### src/rtl/n1_mem_arbiter.sv
// Single-port RAM arbiter and RUN/LOAD mode sequencer for the n1 core.
// Optional macro N1_ARB_RR_EN: round-robin between dat and fetch in RUN.
module n1_mem_arbiter #(
    parameter int ADDR_BITS = 7,
    parameter int DATA_BITS = 16
) (
    input  logic                 clk,
    input  logic                 rst,
    input  logic                 host_lock,
    input  logic                 host_req,
    input  logic                 host_we,
    input  logic [ADDR_BITS-1:0] host_addr,
    input  logic [DATA_BITS-1:0] host_wdata,
    output logic                 host_gnt,
    output logic                 host_rvalid,
    output logic [DATA_BITS-1:0] host_rdata,
    input  logic                 fetch_req,
    input  logic [ADDR_BITS-1:0] fetch_addr,
    output logic                 fetch_gnt,
    output logic                 fetch_rvalid,
    output logic [DATA_BITS-1:0] fetch_rdata,
    input  logic                 dat_req,
    input  logic                 dat_we,
    input  logic [ADDR_BITS-1:0] dat_addr,
    input  logic [DATA_BITS-1:0] dat_wdata,
    output logic                 dat_gnt,
    output logic                 dat_rvalid,
    output logic [DATA_BITS-1:0] dat_rdata,
    output logic                 mem_en,
    output logic                 mem_we,
    output logic [ADDR_BITS-1:0] mem_addr,
    output logic [DATA_BITS-1:0] mem_wdata,
    input  logic [DATA_BITS-1:0] mem_rdata,
    output logic                 mode_load
);

    localparam int NREQ  = 3;
    localparam int HOST  = 0;
    localparam int FETCH = 1;
    localparam int DAT   = 2;

    typedef enum logic [1:0] {RUN, DRAIN_L, LOAD, DRAIN_R} state_t;

    state_t               state_reg;
    logic [NREQ-1:0]      gnt;
    logic [NREQ-1:0]      rd_vec;
    logic [NREQ-1:0]      pend_reg;
    logic [NREQ-1:0]      rvalid_vec;
    logic [DATA_BITS-1:0] hold_reg  [NREQ];
    logic [DATA_BITS-1:0] rdata_vec [NREQ];
    logic                 dat_first;

`ifdef N1_ARB_RR_EN
    logic prefer_dat_reg;

    // Only a genuine dat/fetch contention moves the round-robin pointer.
    always_ff @(posedge clk) begin
        if (rst) begin
            prefer_dat_reg <= 1'b1;
        end else if (state_reg == RUN && dat_req && fetch_req) begin
            prefer_dat_reg <= gnt[FETCH];
        end
    end

    assign dat_first = !fetch_req || prefer_dat_reg;
`else
    assign dat_first = 1'b1;
`endif

    always_comb begin
        gnt = '0;
        if (!rst) begin
            if (state_reg == RUN) begin
                if (dat_req && dat_first) begin
                    gnt[DAT] = 1'b1;
                end else if (fetch_req) begin
                    gnt[FETCH] = 1'b1;
                end else if (host_req) begin
                    gnt[HOST] = 1'b1;
                end
            end else if (state_reg == LOAD) begin
                gnt[HOST] = host_req;
            end
        end
    end

    assign rd_vec = {gnt[DAT] & ~dat_we, gnt[FETCH], gnt[HOST] & ~host_we};

    always_comb begin
        mem_we    = 1'b0;
        mem_addr  = '0;
        mem_wdata = '0;
        if (gnt[DAT]) begin
            mem_we    = dat_we;
            mem_addr  = dat_addr;
            mem_wdata = dat_wdata;
        end else if (gnt[FETCH]) begin
            mem_addr  = fetch_addr;
        end else if (gnt[HOST]) begin
            mem_we    = host_we;
            mem_addr  = host_addr;
            mem_wdata = host_wdata;
        end
    end

    assign mem_en = |gnt;

    // Drain states issue no grants, so the one-hot pending tag empties itself.
    always_ff @(posedge clk) begin
        if (rst) begin
            state_reg <= RUN;
            pend_reg  <= '0;
        end else begin
            pend_reg <= rd_vec;
            case (state_reg)
                RUN:     if (host_lock) state_reg <= DRAIN_L;
                DRAIN_L: state_reg <= LOAD;
                LOAD:    if (!host_lock) state_reg <= DRAIN_R;
                default: state_reg <= RUN;
            endcase
        end
    end

    // RAM data passes straight through on the response cycle and is held after.
    generate
        for (genvar gi = 0; gi < NREQ; gi++) begin : g_resp
            assign rvalid_vec[gi] = pend_reg[gi] & ~rst;
            assign rdata_vec[gi]  = rvalid_vec[gi] ? mem_rdata : hold_reg[gi];

            always_ff @(posedge clk) begin
                if (rst) begin
                    hold_reg[gi] <= '0;
                end else if (pend_reg[gi]) begin
                    hold_reg[gi] <= mem_rdata;
                end
            end
        end
    endgenerate

    assign host_gnt     = gnt[HOST];
    assign fetch_gnt    = gnt[FETCH];
    assign dat_gnt      = gnt[DAT];
    assign host_rvalid  = rvalid_vec[HOST];
    assign fetch_rvalid = rvalid_vec[FETCH];
    assign dat_rvalid   = rvalid_vec[DAT];
    assign host_rdata   = rdata_vec[HOST];
    assign fetch_rdata  = rdata_vec[FETCH];
    assign dat_rdata    = rdata_vec[DAT];
    assign mode_load    = !rst && (state_reg == LOAD);

endmodule

### config.mk
export PLATFORM = sky130hd
export DESIGN_NAME = n1_mem_arbiter
export DESIGN_NICKNAME = d
export VERILOG_FILES = /design/src/rtl/n1_mem_arbiter.sv
export SDC_FILE = /design/constraint.sdc
export NUM_CORES = 1
export LEC_CHECK = 0
export BUFFER_PORTS_ARGS = -buffer_cell sky130_fd_sc_hd__buf_2
export CAP_MARGIN = 20
export CORE_ASPECT_RATIO = 0.8
export CORE_MARGIN = 2
export CORE_UTILIZATION = 45
export DETAILED_ROUTE_END_ITERATION = 8
export PLACE_DENSITY = 0.81
export SLEW_MARGIN = 20
export SYNTH_ARGS = -nofsm -noshare
export SYNTH_HDL_FRONTEND = slang
export SYNTH_SLANG_ARGS = --single-unit
### constraint.sdc
create_clock -name clk -period 1.9 [get_ports clk]
set_clock_uncertainty 0.1 [all_clocks]
set_input_delay 0.19 -clock clk [delete_from_list [all_inputs] [get_ports clk]]
set_output_delay 0.19 -clock clk [all_outputs]
set_load 0.005 [all_outputs]
Word level (Yosys, flattened, before mapping). Memories as Yosys holds them, arrays and structs flattened. Index checks and enable logic that the tools add are counted.

Bits in registers: 5. Bits in latches: 0. Bits in writable memories: 48. Bits in read-only memories: 0. Input port bits: 77. Output and inout bits: 80. Memories: 1.

$add $sub $neg: 0. Multipliers: 0. Div/mod/pow operators: 0. Magnitude comparators: 0. Equal/unequal tests: 4. Shift-type cells: 0. Multiplexer cells: 38. Bitwise logic cells: 11. Reductions and logical operators: 5.

Memory list: hold_reg (depth 3, bits a word 16, read ports 3, clocked after Yosys merged registers in 0, write ports 3, RTL line 49) `logic [DATA_BITS-1:0] hold_reg [NREQ];`.

Operators with widths (number): 16-bit two-way mux (9); 7-bit two-way mux (3); 1-bit two-way mux (20); 2-bit two-way mux (4); 2-bit case mux with 3 select lines (1); 1-bit bitwise AND (5); 2-bit inequality test (second input constant) (2); 3-bit two-way mux (1); 1-bit inverter (3); 1-bit OR (3); 3-bit OR reduction (1); 2-bit by 1-bit == test with 1-bit output (second input constant) (1); 2-bit == test (second input constant) (1); 2-bit zero test (1); 2-bit AND reduction (1); 1-bit logical AND (1); 1-bit zero test (1).

Longest topological paths before layout.
Depth after elaboration: 8. Mapped depth: 9. Gate-level depth less buffers: 6.

Least setup slack after synthesis. No wires, ideal clock.

Kind: register to output. Start: register state_reg[0]. End: output port mem_wdata[10]. Arrival time: 1.469 ns. Required time: 1.610 ns. Setup slack: 0.141 ns. Stages on the path, launching flop included: 9. Path buffers: 3. Path through: dfxtp_1 -> inv_1 -> ha_1 -> nor2b_1 -> buf_2 -> o21a_1 -> buf_6 -> buf_12 -> a22o_1.

Longest elaborated chain between the ends: 7.

RTL lines: start: declaration (RTL line 44) `state_t state_reg;`; start signal: assignment (RTL line 111) `state_reg <= RUN;`; start signal: assignment (RTL line 116) `RUN: if (host_lock) state_reg <= DRAIN_L;`; start signal: assignment (RTL line 117) `DRAIN_L: state_reg <= LOAD;`; 2-bit == test (RTL line 81) `end else if (state_reg == LOAD) begin`; 1-bit two-way mux (RTL line 81); 1-bit two-way mux * (RTL line 73) `if (state_reg == RUN) begin`; 3-bit two-way mux * (RTL line 72) `if (!rst) begin`; named net host_gnt (RTL line 14) `output logic host_gnt,`; 16-bit two-way mux * (RTL line 99) `end else if (gnt[HOST]) begin`; 16-bit two-way mux * (RTL line 97) `end else if (gnt[FETCH]) begin`; 16-bit two-way mux * (RTL line 93) `if (gnt[DAT]) begin`; end: declaration (RTL line 32) `output logic [DATA_BITS-1:0] mem_wdata,`.

The timed path passes the listed nets; every way through them passes the cells marked *.

Worst setup path in the final report.
Start: register state_reg[1]. End: output port mem_wdata[14].

Longest elaborated chain between the ends: 7.

RTL lines (RTL line): 2-bit == test (81); 1-bit two-way mux (81); 1-bit two-way mux (73); 3-bit two-way mux * (72); 16-bit two-way mux (99); 16-bit two-way mux (97); 16-bit two-way mux * (93).

Mark *: on every way between the ends. The rest lies on a longest branch, timed or not.

==> run metrics <==
status=finished with violations; failing checks=setup timing; Int Power=2.55 mW; MaxCap Viol Count=0; Max stage delay on crit path=0.38 ns; RSZ-0062 raised after global routing=true; register area share after synthesis=0.507; max reg flops=48; worst-path fanout max=10; Hold Path Stages=2; setup tns final=-2.22 ns; clk_lat worst skew=0.30 ns; Total Routing Usage GR=0.201; first-pass GRT wire length=11,700 µm; Post-DP HPWL=5300 µm; commonest cells in the netlist=48 x and2_1, 48 x edfxtp_1, 48 x mux2_2; grt ovf=0; largest net degree at the start of global routing=34; Synth area leader=edfxtp_1; Post-DRT Antenna Nets=0; Root Buffer=clkbuf_8; vias in the first global route=2,309; Placer Congestion=0.804; syn_nets=326; Seq pwr share=0.408; via count=2,531; cts bufs inserted=5; dpl cell area=0.00394 mm²; slowest CP cell=dfxtp_4; Main synth FF type=edfxtp_1; Slew Viols, Final=0; number of synthesized flops with an enable pin=48; f_max=494 MHz; Comb pwr share=0.385; flops & latches, synth=53; Die H=77.5 µm; Yosys cell types=28; Crit path required time=1.61 ns; CORE AREA=0.00647 mm²; YS warnings=0; Slew HR=0.704; final setup violation count=24; CP Data Arrival Time=1.74 ns; crit path cell chain=inv_4, ha_4, nor3b_4, o21a_4, buf_12, a22o_1, buf_2; Final nets=489; leakage=1.99 nW; clock power share=0.207; detailed-route DRC error count=0; Avg Vias per Cell=5.11; Layout area overhead=41.0%; effective utilization at floorplan=0.469; # port buffers=156; worst-case reg-to-reg path depth=6; layout cell share with drive strength beyond 1=0.606; Starting DRT DRC Count=121; n_diodes=0; DRT Pass-1 Iters=4; Final WS setup=-0.126 ns; R2R Path Start=state_reg[1]; top cells by area, synth=edfxtp_1 47%, mux2_2 18%, and2_1 9.9%, a22o_1 4.9%, dfxtp_1 3.3%; Synth top area share=0.474; switch share=0.282; critical path endpoint category=primary output; P per Cell Area=829 mW/mm²; synthesized instance count=247; ys async rst share=0; FF-to-FF End=pend_reg[0]; R2R setup slack=0.44 ns; Final Power=3.55 mW; H-tree levels=2; FP Rows=26; fin area=0.00428 mm²; die footprint=0.00743 mm²; DR WL/cell=15.9 µm; CP delay by family, top=compound AO/OA/AOI/OAI gates; initial antenna violation count=0; minimum clock period=2.03 ns; CTS tree=done; Die X=95.9 µm; Hold Crit Start=host_we; worst hold slack=0.0840 ns; CTS clock-pin slew for the worst setup and hold paths=0.09 ns; Fillers=504; CTS Sinks=53; startpoint class of the critical path=flop; WP buf/inv=3; final wirelength=7860 µm; crit path kind=flop to primary output; worst vdd ir=389 µV; Sw Pwr=1.00 mW; Least-Margin Pin Slew=0.444 ns; Hold Vio Cnt, Final=0; Setup WS pre-CTS=0.0512 ns; synthesized cell area=0.00304 mm²; hold crit path type=input pin to flop; Post-Syn Area per Cell=12.3 µm²; IO Count=157; hold endpoint=pend_reg[0]; Period Utilization, post-route=1.07; Max Root-Sink Buffers=2
[layout by cell type, fill, tap and decap left out, drive strengths merged]
cell type,count
o21a,1
and2b,1
ha,2
nor3,1
dfxtp,5
and2,48
mux2,48
nand3b,1
buf,173
mux2i,2
o211ai,7
nand2,1
inv,3
or2b,1
dlygate4sd3,1
nor2,10
clkbuf,9
edfxtp,48
nor2b,6
o21ai,2
nor3b,1
a22o,17
bufinv,1
nor4bb,2
or2,3
a21oi,16
clkinv,1
[metal layers]
layer | vias up | global-route usage | wire (µm)
met2 | 80 | 0.320 | 3830
li1 | 1232 | - | -
met5 | - | 0 | 0
met1 | 1212 | 0.290 | 3560
met3 | 7 | 0.0301 | 404
met4 | 0 | 0.0500 | 60
[worst reg2reg max path, stage by stage (launching register included)]
cell	delay, ns
dfxtp_4	0.38
inv_4	0.04
ha_4	0.17
nor3b_4	0.16
o21a_4	0.23
buf_6	0.13
and2b_1	0.15
[cell families after synthesis]
family	synth area share
mux	0.185
fa+ha+maj	0.00824
simple gates	0.157
flops	0.507
compound gates	0.0984
buf+inv	0.0445
[worst max path at each step]
stage / depth (start not counted) / from / end
2_1_floorplan: 8 / state_reg[0] / mem_wdata[10]
3_3_place_gp: 9 / state_reg[0] / mem_addr[4]
3_5_place_dp: 9 / state_reg[0] / mem_addr[4]
4_1_cts: 7 / state_reg[1] / mem_wdata[8]
5_1_grt: 7 / state_reg[1] / mem_wdata[14]
6_report: 7 / state_reg[1] / mem_wdata[14]
[power groups by stage]
stage | clock [mW] | sequential, mW | combinational, mW
2_1_floorplan | 0 | 1.44 | 0.641
3_3_place_gp | 0 | 1.45 | 1.06
3_5_place_dp | 0 | 1.45 | 1.09
4_1_cts | 0.743 | 1.43 | 1.21
5_1_grt | 0.798 | 1.46 | 1.49
6_report | 0.736 | 1.45 | 1.37
[final cells by class]
type	count	area, µm²	area share
multi-input combinational	170	1430	0.333
sequential	53	1550	0.361
tap	84	105	0.0245
inverter	3	23.8	0.00555
clock inverter	2	33.8	0.00789
timing repair buffer	177	1070	0.251
clock buffer	6	72.6	0.0169
[timing repair]
| item | 4_1_cts | 5_1_grt |
|---|---|---|
| hold endpoints to repair | 1 | 0 |
| gates resized for setup | 15 | 16 |
| cloned | 0 | 4 |
| pin swaps | 2 | 6 |
| setup endpoints to repair | 25 | 36 |
| hold buffers | 1 | 0 |
| setup buffers | 2 | 1 |
[per-stage QoR]
stage,instances,util
CTS,490,0.637
global placement,479,0.609
detailed placement,479,0.609
floorplan,247,-
global route,495,0.662
finish,495,0.662
(Power assumes the default switching activity.)
